`src/rtl/mac_seq_if.sv`:
```
// Command, operand-memory and completion signals of the MAC sequencer.
// perf_cycles exists only when MAC_SEQ_PERF_EN is defined.
interface mac_seq_if #(
  parameter int AW = 8
);
  logic          start;
  logic [AW:0]   k_len;
  logic          ready;
  logic          err_zero;
  logic          mem_rd;
  logic [AW-1:0] mem_addr;
  logic          mac_rst;
  logic          mac_en;
  logic          rescale;
  logic          done_valid;
  logic          done_ready;
`ifdef MAC_SEQ_PERF_EN
  logic [15:0]   perf_cycles;
`endif

  modport master (
    output start, k_len, done_ready,
    input  ready, err_zero, mem_rd, mem_addr, mac_rst, mac_en, rescale, done_valid
`ifdef MAC_SEQ_PERF_EN
    , input perf_cycles
`endif
  );

  modport slave (
    input  start, k_len, done_ready,
    output ready, err_zero, mem_rd, mem_addr, mac_rst, mac_en, rescale, done_valid
`ifdef MAC_SEQ_PERF_EN
    , output perf_cycles
`endif
  );
endinterface

```
`src/rtl/mac_seq_ctrl.sv`:
```
// Sequencer for one dot-product pass of the int8 MAC/quantize array.
// Optional saturating pass-latency counter enabled by MAC_SEQ_PERF_EN.
module mac_seq_ctrl #(
  parameter int AW          = 8,
  parameter int MEM_LAT     = 1,
  parameter int ACC_LAT     = 1,
  parameter int RESCALE_CYC = 2,
  parameter int QUANT_LAT   = 4
) (
  input  logic     clk,
  input  logic     main_rst_n,
  mac_seq_if.slave bus
);

  typedef enum logic [2:0] {
    ST_IDLE    = 3'd0,
    ST_CLEAR   = 3'd1,
    ST_ACCUM   = 3'd2,
    ST_DRAIN   = 3'd3,
    ST_RESCALE = 3'd4,
    ST_QWAIT   = 3'd5,
    ST_DONE    = 3'd6
  } state_e;

  // Phase timers are loaded with length-1 and count down to zero.
  localparam logic [7:0]    DRAIN_LOAD   = 8'(MEM_LAT + ACC_LAT - 1);
  localparam logic [7:0]    RESCALE_LOAD = 8'(RESCALE_CYC - 1);
  localparam logic [7:0]    QUANT_LOAD   = (QUANT_LAT == 0) ? 8'd0 : 8'(QUANT_LAT - 1);
  localparam logic [AW-1:0] ONE_AW       = {{(AW-1){1'b0}}, 1'b1};

  state_e        state_r, state_nxt_s;
  logic [AW-1:0] addr_r, addr_nxt_s;
  logic [AW-1:0] k_last_r, k_last_nxt_s;
  logic [7:0]    tmr_r, tmr_nxt_s;
  logic          accept_s, err_s;
  logic          ready_r, err_zero_r, mem_rd_r, mac_rst_r, rescale_r, done_valid_r;
  logic          mac_en_s;

  // Next-state, address and phase-timer decode.
  always_comb begin
    state_nxt_s  = state_r;
    addr_nxt_s   = '0;
    k_last_nxt_s = k_last_r;
    tmr_nxt_s    = tmr_r;
    accept_s     = 1'b0;
    err_s        = 1'b0;
    case (state_r)
      ST_IDLE: begin
        if (bus.start) begin
          if (bus.k_len != '0) begin
            accept_s     = 1'b1;
            k_last_nxt_s = bus.k_len[AW-1:0] - ONE_AW;
            state_nxt_s  = ST_CLEAR;
          end else begin
            err_s = 1'b1;
          end
        end else begin
          state_nxt_s = ST_IDLE;
        end
      end
      ST_CLEAR: begin
        state_nxt_s = ST_ACCUM;
      end
      ST_ACCUM: begin
        // Compare against K-1 so K = 2**AW stops at all-ones without wrapping.
        if (addr_r == k_last_r) begin
          state_nxt_s = ST_DRAIN;
          tmr_nxt_s   = DRAIN_LOAD;
        end else begin
          addr_nxt_s = addr_r + ONE_AW;
        end
      end
      ST_DRAIN: begin
        if (tmr_r == 8'd0) begin
          state_nxt_s = ST_RESCALE;
          tmr_nxt_s   = RESCALE_LOAD;
        end else begin
          tmr_nxt_s = tmr_r - 8'd1;
        end
      end
      ST_RESCALE: begin
        if (tmr_r == 8'd0) begin
          if (QUANT_LAT == 0) begin
            state_nxt_s = ST_DONE;
          end else begin
            state_nxt_s = ST_QWAIT;
            tmr_nxt_s   = QUANT_LOAD;
          end
        end else begin
          tmr_nxt_s = tmr_r - 8'd1;
        end
      end
      ST_QWAIT: begin
        if (tmr_r == 8'd0) begin
          state_nxt_s = ST_DONE;
        end else begin
          tmr_nxt_s = tmr_r - 8'd1;
        end
      end
      ST_DONE: begin
        if (bus.done_ready) begin
          state_nxt_s = ST_IDLE;
        end else begin
          state_nxt_s = ST_DONE;
        end
      end
      default: begin
        state_nxt_s = ST_IDLE;
      end
    endcase
  end

  // State, counters and registered strobes decoded from the next state.
  always_ff @(posedge clk or negedge main_rst_n) begin
    if (!main_rst_n) begin
      state_r      <= ST_IDLE;
      addr_r       <= '0;
      k_last_r     <= '0;
      tmr_r        <= 8'd0;
      ready_r      <= 1'b1;
      err_zero_r   <= 1'b0;
      mem_rd_r     <= 1'b0;
      mac_rst_r    <= 1'b0;
      rescale_r    <= 1'b0;
      done_valid_r <= 1'b0;
    end else begin
      state_r      <= state_nxt_s;
      addr_r       <= addr_nxt_s;
      k_last_r     <= k_last_nxt_s;
      tmr_r        <= tmr_nxt_s;
      ready_r      <= (state_nxt_s == ST_IDLE);
      err_zero_r   <= err_s;
      mem_rd_r     <= (state_nxt_s == ST_ACCUM);
      mac_rst_r    <= (state_nxt_s == ST_CLEAR);
      rescale_r    <= (state_nxt_s == ST_RESCALE);
      done_valid_r <= (state_nxt_s == ST_DONE);
    end
  end

  generate
    if (MEM_LAT == 0) begin : g_en_direct
      assign mac_en_s = mem_rd_r;
    end else begin : g_en_pipe
      logic [MEM_LAT-1:0] en_pipe_r;

      // Delay the read strobe so accumulation lines up with RAM data.
      always_ff @(posedge clk or negedge main_rst_n) begin
        if (!main_rst_n) begin
          en_pipe_r <= '0;
        end else begin
          en_pipe_r[0] <= mem_rd_r;
          for (int i = 1; i < MEM_LAT; i++) begin
            en_pipe_r[i] <= en_pipe_r[i-1];
          end
        end
      end

      assign mac_en_s = en_pipe_r[MEM_LAT-1];
    end
  endgenerate

`ifdef MAC_SEQ_PERF_EN
  logic [15:0] perf_r;

  // Accept loads 1; stop counting once DONE is entered so the first DONE cycle holds the latency.
  always_ff @(posedge clk or negedge main_rst_n) begin
    if (!main_rst_n) begin
      perf_r <= 16'd0;
    end else if (accept_s) begin
      perf_r <= 16'd1;
    end else if ((state_r != ST_IDLE) && (state_r != ST_DONE) &&
                 (state_nxt_s != ST_DONE) && (perf_r != 16'hFFFF)) begin
      perf_r <= perf_r + 16'd1;
    end else begin
      perf_r <= perf_r;
    end
  end

  assign bus.perf_cycles = perf_r;
`endif

  assign bus.ready      = ready_r;
  assign bus.err_zero   = err_zero_r;
  assign bus.mem_rd     = mem_rd_r;
  assign bus.mem_addr   = addr_r;
  assign bus.mac_rst    = mac_rst_r;
  assign bus.mac_en     = mac_en_s;
  assign bus.rescale    = rescale_r;
  assign bus.done_valid = done_valid_r;

endmodule

```
`src/flat_wrapper.sv`:
```
// flat-port wrapper written by rule: the top's interface ports become plain ports
module mac_seq_ctrl_flat 
#(
  parameter int AW          = 8,
  parameter int MEM_LAT     = 1,
  parameter int ACC_LAT     = 1,
  parameter int RESCALE_CYC = 2,
  parameter int QUANT_LAT   = 4
)
  (clk, main_rst_n, bus_start, bus_k_len, bus_done_ready, bus_ready, bus_err_zero, bus_mem_rd, bus_mem_addr, bus_mac_rst, bus_mac_en, bus_rescale, bus_done_valid);
  mac_seq_if #(.AW(AW)) bus_i ();
  input  logic clk;
  input  logic main_rst_n;
  input wire logic [$bits(bus_i.start)-1:0] bus_start;
  input wire logic [$bits(bus_i.k_len)-1:0] bus_k_len;
  input wire logic [$bits(bus_i.done_ready)-1:0] bus_done_ready;
  output wire logic [$bits(bus_i.ready)-1:0] bus_ready;
  output wire logic [$bits(bus_i.err_zero)-1:0] bus_err_zero;
  output wire logic [$bits(bus_i.mem_rd)-1:0] bus_mem_rd;
  output wire logic [$bits(bus_i.mem_addr)-1:0] bus_mem_addr;
  output wire logic [$bits(bus_i.mac_rst)-1:0] bus_mac_rst;
  output wire logic [$bits(bus_i.mac_en)-1:0] bus_mac_en;
  output wire logic [$bits(bus_i.rescale)-1:0] bus_rescale;
  output wire logic [$bits(bus_i.done_valid)-1:0] bus_done_valid;
  assign bus_i.start = bus_start;
  assign bus_i.k_len = bus_k_len;
  assign bus_i.done_ready = bus_done_ready;
  assign bus_ready = bus_i.ready;
  assign bus_err_zero = bus_i.err_zero;
  assign bus_mem_rd = bus_i.mem_rd;
  assign bus_mem_addr = bus_i.mem_addr;
  assign bus_mac_rst = bus_i.mac_rst;
  assign bus_mac_en = bus_i.mac_en;
  assign bus_rescale = bus_i.rescale;
  assign bus_done_valid = bus_i.done_valid;
  mac_seq_ctrl #(.AW(AW), .MEM_LAT(MEM_LAT), .ACC_LAT(ACC_LAT), .RESCALE_CYC(RESCALE_CYC), .QUANT_LAT(QUANT_LAT)) u_core (.clk(clk), .main_rst_n(main_rst_n), .bus(bus_i));
endmodule
```
`config.mk`:
```
export PLATFORM = sky130hd
export DESIGN_NAME = mac_seq_ctrl_flat
export DESIGN_NICKNAME = d
export VERILOG_FILES = /design/src/rtl/mac_seq_if.sv /design/src/rtl/mac_seq_ctrl.sv /design/src/flat_wrapper.sv
export SDC_FILE = /design/constraint.sdc
export NUM_CORES = 1
export LEC_CHECK = 0
export CAP_MARGIN = 20
export CORE_ASPECT_RATIO = 0.5
export CORE_MARGIN = 2
export CORE_UTILIZATION = 40
export DETAILED_ROUTE_END_ITERATION = 8
export PLACE_DENSITY_LB_ADDON = 0.12
export SLEW_MARGIN = 10
export SYNTH_ARGS = -nofsm -noshare
export SYNTH_HDL_FRONTEND = slang
export SYNTH_SLANG_ARGS = --single-unit
```
`constraint.sdc`:
```
create_clock -name clk -period 1.9 [get_ports clk]
set_clock_uncertainty 0.2 [all_clocks]
set_input_delay 0.38 -clock clk [delete_from_list [all_inputs] [get_ports clk]]
set_output_delay 0.38 -clock clk [all_outputs]
set_load 0.01 [all_outputs]
```
==> flow_summary.ini, run 1 <==
[synthesis]
synth_top_family_by_area = simple AND/OR/NAND/NOR gates
synthArstFlopShare_pct = 100.0
synth_flop_cell = dfrtp_1
ys_ff_latch = 34
synth_fa_ha_area_share_pct = 3.175
ys_seq_area_share_pct = 43.24
synth_nets = 213
synth_edf_count = 0
synth_cell_types = 49
synth-xor-area-share_pct = 8.889
synth_compound_area_share_pct = 14.98
syn_inst = 195
synth_mux_area_share_pct = 1.587
avgSynthCellArea_sq_um = 10.11
synth-simple-area-share_pct = 23.94
netlist_area_sq_mm = 0.001971
yosysWarningCount = 0

[timing]
maxSlewViolCount = 0
fin_crit_sh_pct = 100.5
relSlewSlack_pct = 67.18
period_minus_slack_ns = 1.910
fmax_mhz = 523.6
worst_pin_slew_ns = 0.4854
rsz0062_at_grt = yes
setup_slack_ns = -0.009853
finalSetupViolations = 2
hold_viol = 0

[finish]
final_cells = 336
areaGrowthSynthToFinish_pct = 41.84
final_common_cell = buf_4
nets = 287
final_cell_mix = buf_4 (42), dfrtp_1 (33), nor2_1 (19)
drive_gt1_share_pct = 34.07
antenna_cells = 0
postLayoutCellArea_sq_mm = 0.002795

[critical_path]
timing.critical_path.slowest_cell_delay_ns = 0.40
arrival_ns = 1.89
crit_type = reg -> reg
cp-start-kind = flip-flop
cp_cell_sequence = inv_2 > ha_4 > nor4b_4 > buf_4 > a22oi_2 > a21oi_2 > a21oi_1 > o22a_2
endpoint_kind = flip-flop
rrSetupSlack_ns = -0.01
required_ns = 1.88
crit_fanout = 4
crit_path_top_delay_cell = dfrtp_1

[floorplanning]
fp.dieW_um = 103.3
die_h_um = 53.63
row_count = 17
dieArea_sq_mm = 0.005538
design.core.area_sq_mm = 0.004573
ios = 28
initial_core_util_pct = 43.09

[flow_run]
maxCapViolations = 0

[min_path]
min_path_type = reg -> reg

[drt]
routed_wl_um = 4348
drtPass1Iterations = 5
vias = 1637
wl_per_cell_um = 12.94
wl_met1_um = 2154
routed_via_density = 4.872
top_layer = met4
drt_iter0_markers = 52
route.detailed.drc = 0
ant_nets = 0
met2WireLength_um = 1999
wl_met3_um = 148

[pwr]
comb_power_share_pct = 55.8
p_sw_share_pct = 39.37
p_leak_uw = 0.001298
powerDensity_mw_per_mm2 = 1367
switchingPower_uw = 1504
clkPwrFrac_pct = 14.0
p_seq_share_pct = 30.2
internal-power_uw = 2316
ir_drop_mv = 0.8474

[cts]
cts_buffers = 5
cts_root_buf = clkbuf_8
cts_hold_buffers = 0
cts_tree = built
path_clk_slew_ns = 0.07
clkLatencyLatePin_ns = 0.29
cts_buffer_depth = 2
cts.sinks = 34
htree_levels = 2

[global_routing]
grt-ovfl-total = 0
grt_use_total_pct = 17.34
grt_start_max_net_pins = 35
grt_pass1_wl_um = 7107
grt_pass1_vias = 1584
antenna_found_initial = 0

[placement]
routabilityCongestion = 0.8193
dp_hpwl_um = 3160
placed_area_sq_mm = 0.002585
port_buffers = 27
dp_cells = 321
place_ws_ns = -0.4066

[status]
violations = negative setup slack
status = complete, but fails checks
cell usage after synthesis, types with 3 or more instances:
cell type  count  area (sq um)
xnor2_1        4         35.03
buf_6          3         33.78
nor2_1        20         75.07
nor3b_1        3         22.52
and2_1         3         18.77
a21oi_2        3         26.28
inv_1          9         33.78
o21ai_0        4         20.02
nand3_1        7         35.03
nor2b_1        3         18.77
dfrtp_1       33         825.8
xor2_1        16         140.1
a21oi_1       13         65.06
ha_1           5         62.56
buf_2          3         15.01
nor3_1         7         35.03
nand2_1       17         63.81
a31oi_1        6         37.54
routing by layer:
metal	track usage, %	vias to the layer above
li1	-	826
met4	5.921	0
met1	22.49	788
met2	28.57	18
met3	4.675	5
met5	0	-
power groups by stage:
stage | registers (uW) | logic, uW | clock network [uW]
global placement | 1150 | 1860 | 0
CTS | 1150 | 2030 | 546
global route | 1180 | 2350 | 579
detailed placement | 1160 | 1910 | 0
finish | 1150 | 2130 | 533
floorplan | 1190 | 1200 | 0
worst paths after layout:
kind / startpoint / endpoint / cells past startpoint
hold / removal: u_core.bus.mem_rd$_DFF_PN0_ / u_core.bus.mac_en$_DFF_PN0_ / 0
max in group asynchronous: main_rst_n / u_core.bus.ready$_DFF_PN1_ / 2
setup / recovery: u_core.tmr_r[1]$_DFFE_PN0P_ / u_core.tmr_r[3]$_DFFE_PN0P_ / 8
setup reg to reg: u_core.tmr_r[1]$_DFFE_PN0P_ / u_core.tmr_r[3]$_DFFE_PN0P_ / 8
hold reg to reg: u_core.bus.mem_rd$_DFF_PN0_ / u_core.bus.mac_en$_DFF_PN0_ / 0
min in group asynchronous: main_rst_n / u_core.tmr_r[6]$_DFFE_PN0P_ / 2
critical path: cells and delay by family (launching register included):
kind,cells,cell delay (ns)
buf+inv,2,0.28
fa+ha+maj,1,0.14
flops,1,0.40
simple gates,1,0.27
compound gates,4,0.52
stage by stage:
stage               utilization (%)  setup TNS (ns)  hold slack (ns)  power [uW]
finish                        61.12        -0.01591           0.1912        3820
global route                  61.12         -0.8328           0.2038        4104
CTS                           59.73               0           0.1891        3728
detailed placement            56.53          -3.992           0.1730        3063
global placement              56.53          -3.343           0.1586        3016
floorplan                         -        -0.04919          -0.1156        2390
flip-flops by register name, summed over array words and instances (netlist names):
| register | cells |
|---|---|
| u_core.bus.mac_en | 1 |
| u_core.tmr_r | 8 |
| u_core.bus.mem_rd | 1 |
| u_core.bus.mem_addr | 8 |
| u_core.bus.mac_rst | 1 |
| u_core.bus.done_valid | 1 |
| u_core.bus.rescale | 1 |
| u_core.k_last_r | 8 |
| u_core.bus.ready | 1 |
| u_core.state_r | 3 |
| u_core.bus.err_zero | 1 |
cell families after synthesis:
| kind of cell | Yosys count |
|---|---|
| simple gates | 77 |
| compound gates | 41 |
| flops | 34 |
| xor+xnor | 20 |
| buf+inv | 15 |
| fa+ha+maj | 5 |
| mux | 3 |
timing repair:
item | 4_1_cts | 5_1_grt
pin swaps | 2 | 12
endpoints found under the setup margin | 23 | 17
gates cloned | 1 | 0
setup buffers | 4 | 2
resized for setup | 22 | 15
final cells by class:
type | instances | area (sq um)
Sequential cell | 34 | 852.1
Multi-Input combinational cell | 146 | 1106
Clock inverter | 1 | 7.507
Inverter | 9 | 33.78
Fill cell | 388 | 1778
Tap cell | 66 | 82.58
Clock buffer | 7 | 76.32
Timing Repair Buffer | 73 | 636.9
(Power assumes the default switching activity.)
==> run 2: changes to the inputs <==
- CAP_MARGIN: 20 -> unset
- CORE_ASPECT_RATIO: 0.5 -> unset
==> run 2 against run 1 <==
Effect of this change: the run still ends with negative setup slack left; critical endpoint is now u_core.bus.mem_rd$_DFF_PN0_; combinational power is 9% higher; setup slack lost 0.016 ns; maximum frequency is 0.85% lower; wire length up 4.6%; first-iteration DRC count is 29% higher; total power rose by 5.8%; clock power increased by 3%; non-clock buffer count grew 6; largest power group unchanged; sequential cell count unchanged; cell area is 3.8% higher.
==> flow_summary.ini, run 2 (synthesis gave the netlist of run 1 again) <==
[timing]
finalSetupViolations = 5
worst_pin_slew_ns = 0.4328
fmax_mhz = 519.2
fin_crit_sh_pct = 101.4
relSlewSlack_pct = 71.07
setup_tns_ns = -0.09133
period_minus_slack_ns = 1.926
maxSlewViolCount = 0
setup_slack_ns = -0.02622
rsz0062_at_grt = yes
hold_viol = 0

[floorplanning]
initial_core_util_pct = 41.72
design.core.area_sq_mm = 0.004723
row_count = 25
ios = 28
die_h_um = 74.19
dieArea_sq_mm = 0.005504
fp.dieW_um = 74.19

[status]
status = complete, but fails checks
violations = negative setup slack

[drt]
ant_nets = 0
route.detailed.drc = 0
vias = 1659
routed_wl_um = 4546
drt_iter0_markers = 67
drtPass1Iterations = 4
wl_per_cell_um = 13.25
routed_via_density = 4.837

[cts]
cts_buffer_depth = 2
cts_tree = built
path_clk_slew_ns = 0.07
cts.sinks = 34
cts_hold_buffers = 0
cts_buffers = 5
htree_levels = 2
cts_root_buf = clkbuf_8
clkLatencyLatePin_ns = 0.28

[critical_path]
cp-start-kind = flip-flop
crit_fanout = 4
crit_type = reg -> reg
endpoint_kind = flip-flop
arrival_ns = 1.89
required_ns = 1.87

[flow_run]
maxCapViolations = 0

[global_routing]
grt_use_total_pct = 18.29
antenna_found_initial = 0
grt-ovfl-total = 0
grt_start_max_net_pins = 35
grt_pass1_wl_um = 7693
grt_pass1_vias = 1659

[pwr]
powerDensity_mw_per_mm2 = 1392
p_leak_uw = 0.001345
power_uw = 4040
ir_drop_mv = 0.6000

[finish]
final_common_cell = buf_4
antenna_cells = 0
post-route-util_pct = 61.46
drive_gt1_share_pct = 38.41
nets = 293
areaGrowthSynthToFinish_pct = 47.30
final_cell_mix = buf_4 (49), dfrtp_1 (33), nor2_1 (20)

[placement]
place_ws_ns = -0.3678
port_buffers = 27
routabilityCongestion = 0.7596
dp_hpwl_um = 3315

[min_path]
min_path_type = reg -> reg
==> run 2: changes by cell type in the layout (fill, tap and decap cells not counted), sizes merged <==
cell | before | now
clkbuf | 7 | 6
buf | 46 | 52
clkinv | 0 | 1
==> run 2: through the flow <==
stage	instances	area, sq um	hold WS (ns)
floorplan	195	1976	-0.1156
global placement	321	2579	0.1677
detailed placement	321	2579	0.1914
CTS	335	2793	0.2087
global route	343	2903	0.2132
finish	343	2903	0.2005
==> run 2: path summary, 6_finish.rpt <==
kind	startpoint	endpoint	cells past startpoint	slack [ns]
worst min-delay path	u_core.bus.mem_rd$_DFF_PN0_	u_core.bus.mac_en$_DFF_PN0_	0	0.20
min in group asynchronous	main_rst_n	u_core.bus.done_valid$_DFF_PN0_	2	0.31
worst max-delay path	u_core.tmr_r[0]$_DFFE_PN0P_	u_core.bus.mem_rd$_DFF_PN0_	8	-0.03
worst min register to register	u_core.bus.mem_rd$_DFF_PN0_	u_core.bus.mac_en$_DFF_PN0_	0	0.20
worst max register to register	u_core.tmr_r[0]$_DFFE_PN0P_	u_core.bus.mem_rd$_DFF_PN0_	8	-0.03
max in group asynchronous	main_rst_n	u_core.bus.ready$_DFF_PN1_	2	0.86
==> run 2: layout make-up <==
type,instances,area [sq um]
multi-input cells,146,1160
flip-flops and latches,34,852.1
inverters,9,33.78
repair buffers,79,678.2
clock buffers,6,82.58
clock inverters,2,12.51
fillers,389,1821
well taps,67,83.83
==> run 2: report_power, final <==
group,leakage [uW],internal [uW],switching (uW)
logic,0.000867,1210,1120
clock network,0.0000472,291,259
registers,0.000431,969,199
==> run 2: timing repair <==
item,4_1_cts,5_1_grt
setup endpoints to repair,25,22
pin swaps,8,8
buffers inserted,6,9
gates resized for setup,29,15
==> run 2: metal layers <==
metal	track usage [%]	wire, um	up-vias
met2	28.47	2064	35
met3	4.336	179	4
met1	25.94	2267	776
met5	0	0	-
li1	-	-	844
met4	4.242	34	0
==> run 2: critical path, stage by stage (launching register included) <==
cell and delay, ns:
dfrtp_1 0.40, inv_2 0.11, ha_4 0.15, nor4b_4 0.18, buf_4 0.17, and2_4 0.17
o21ai_2 0.06, a31o_4 0.23, nor3b_2 0.15
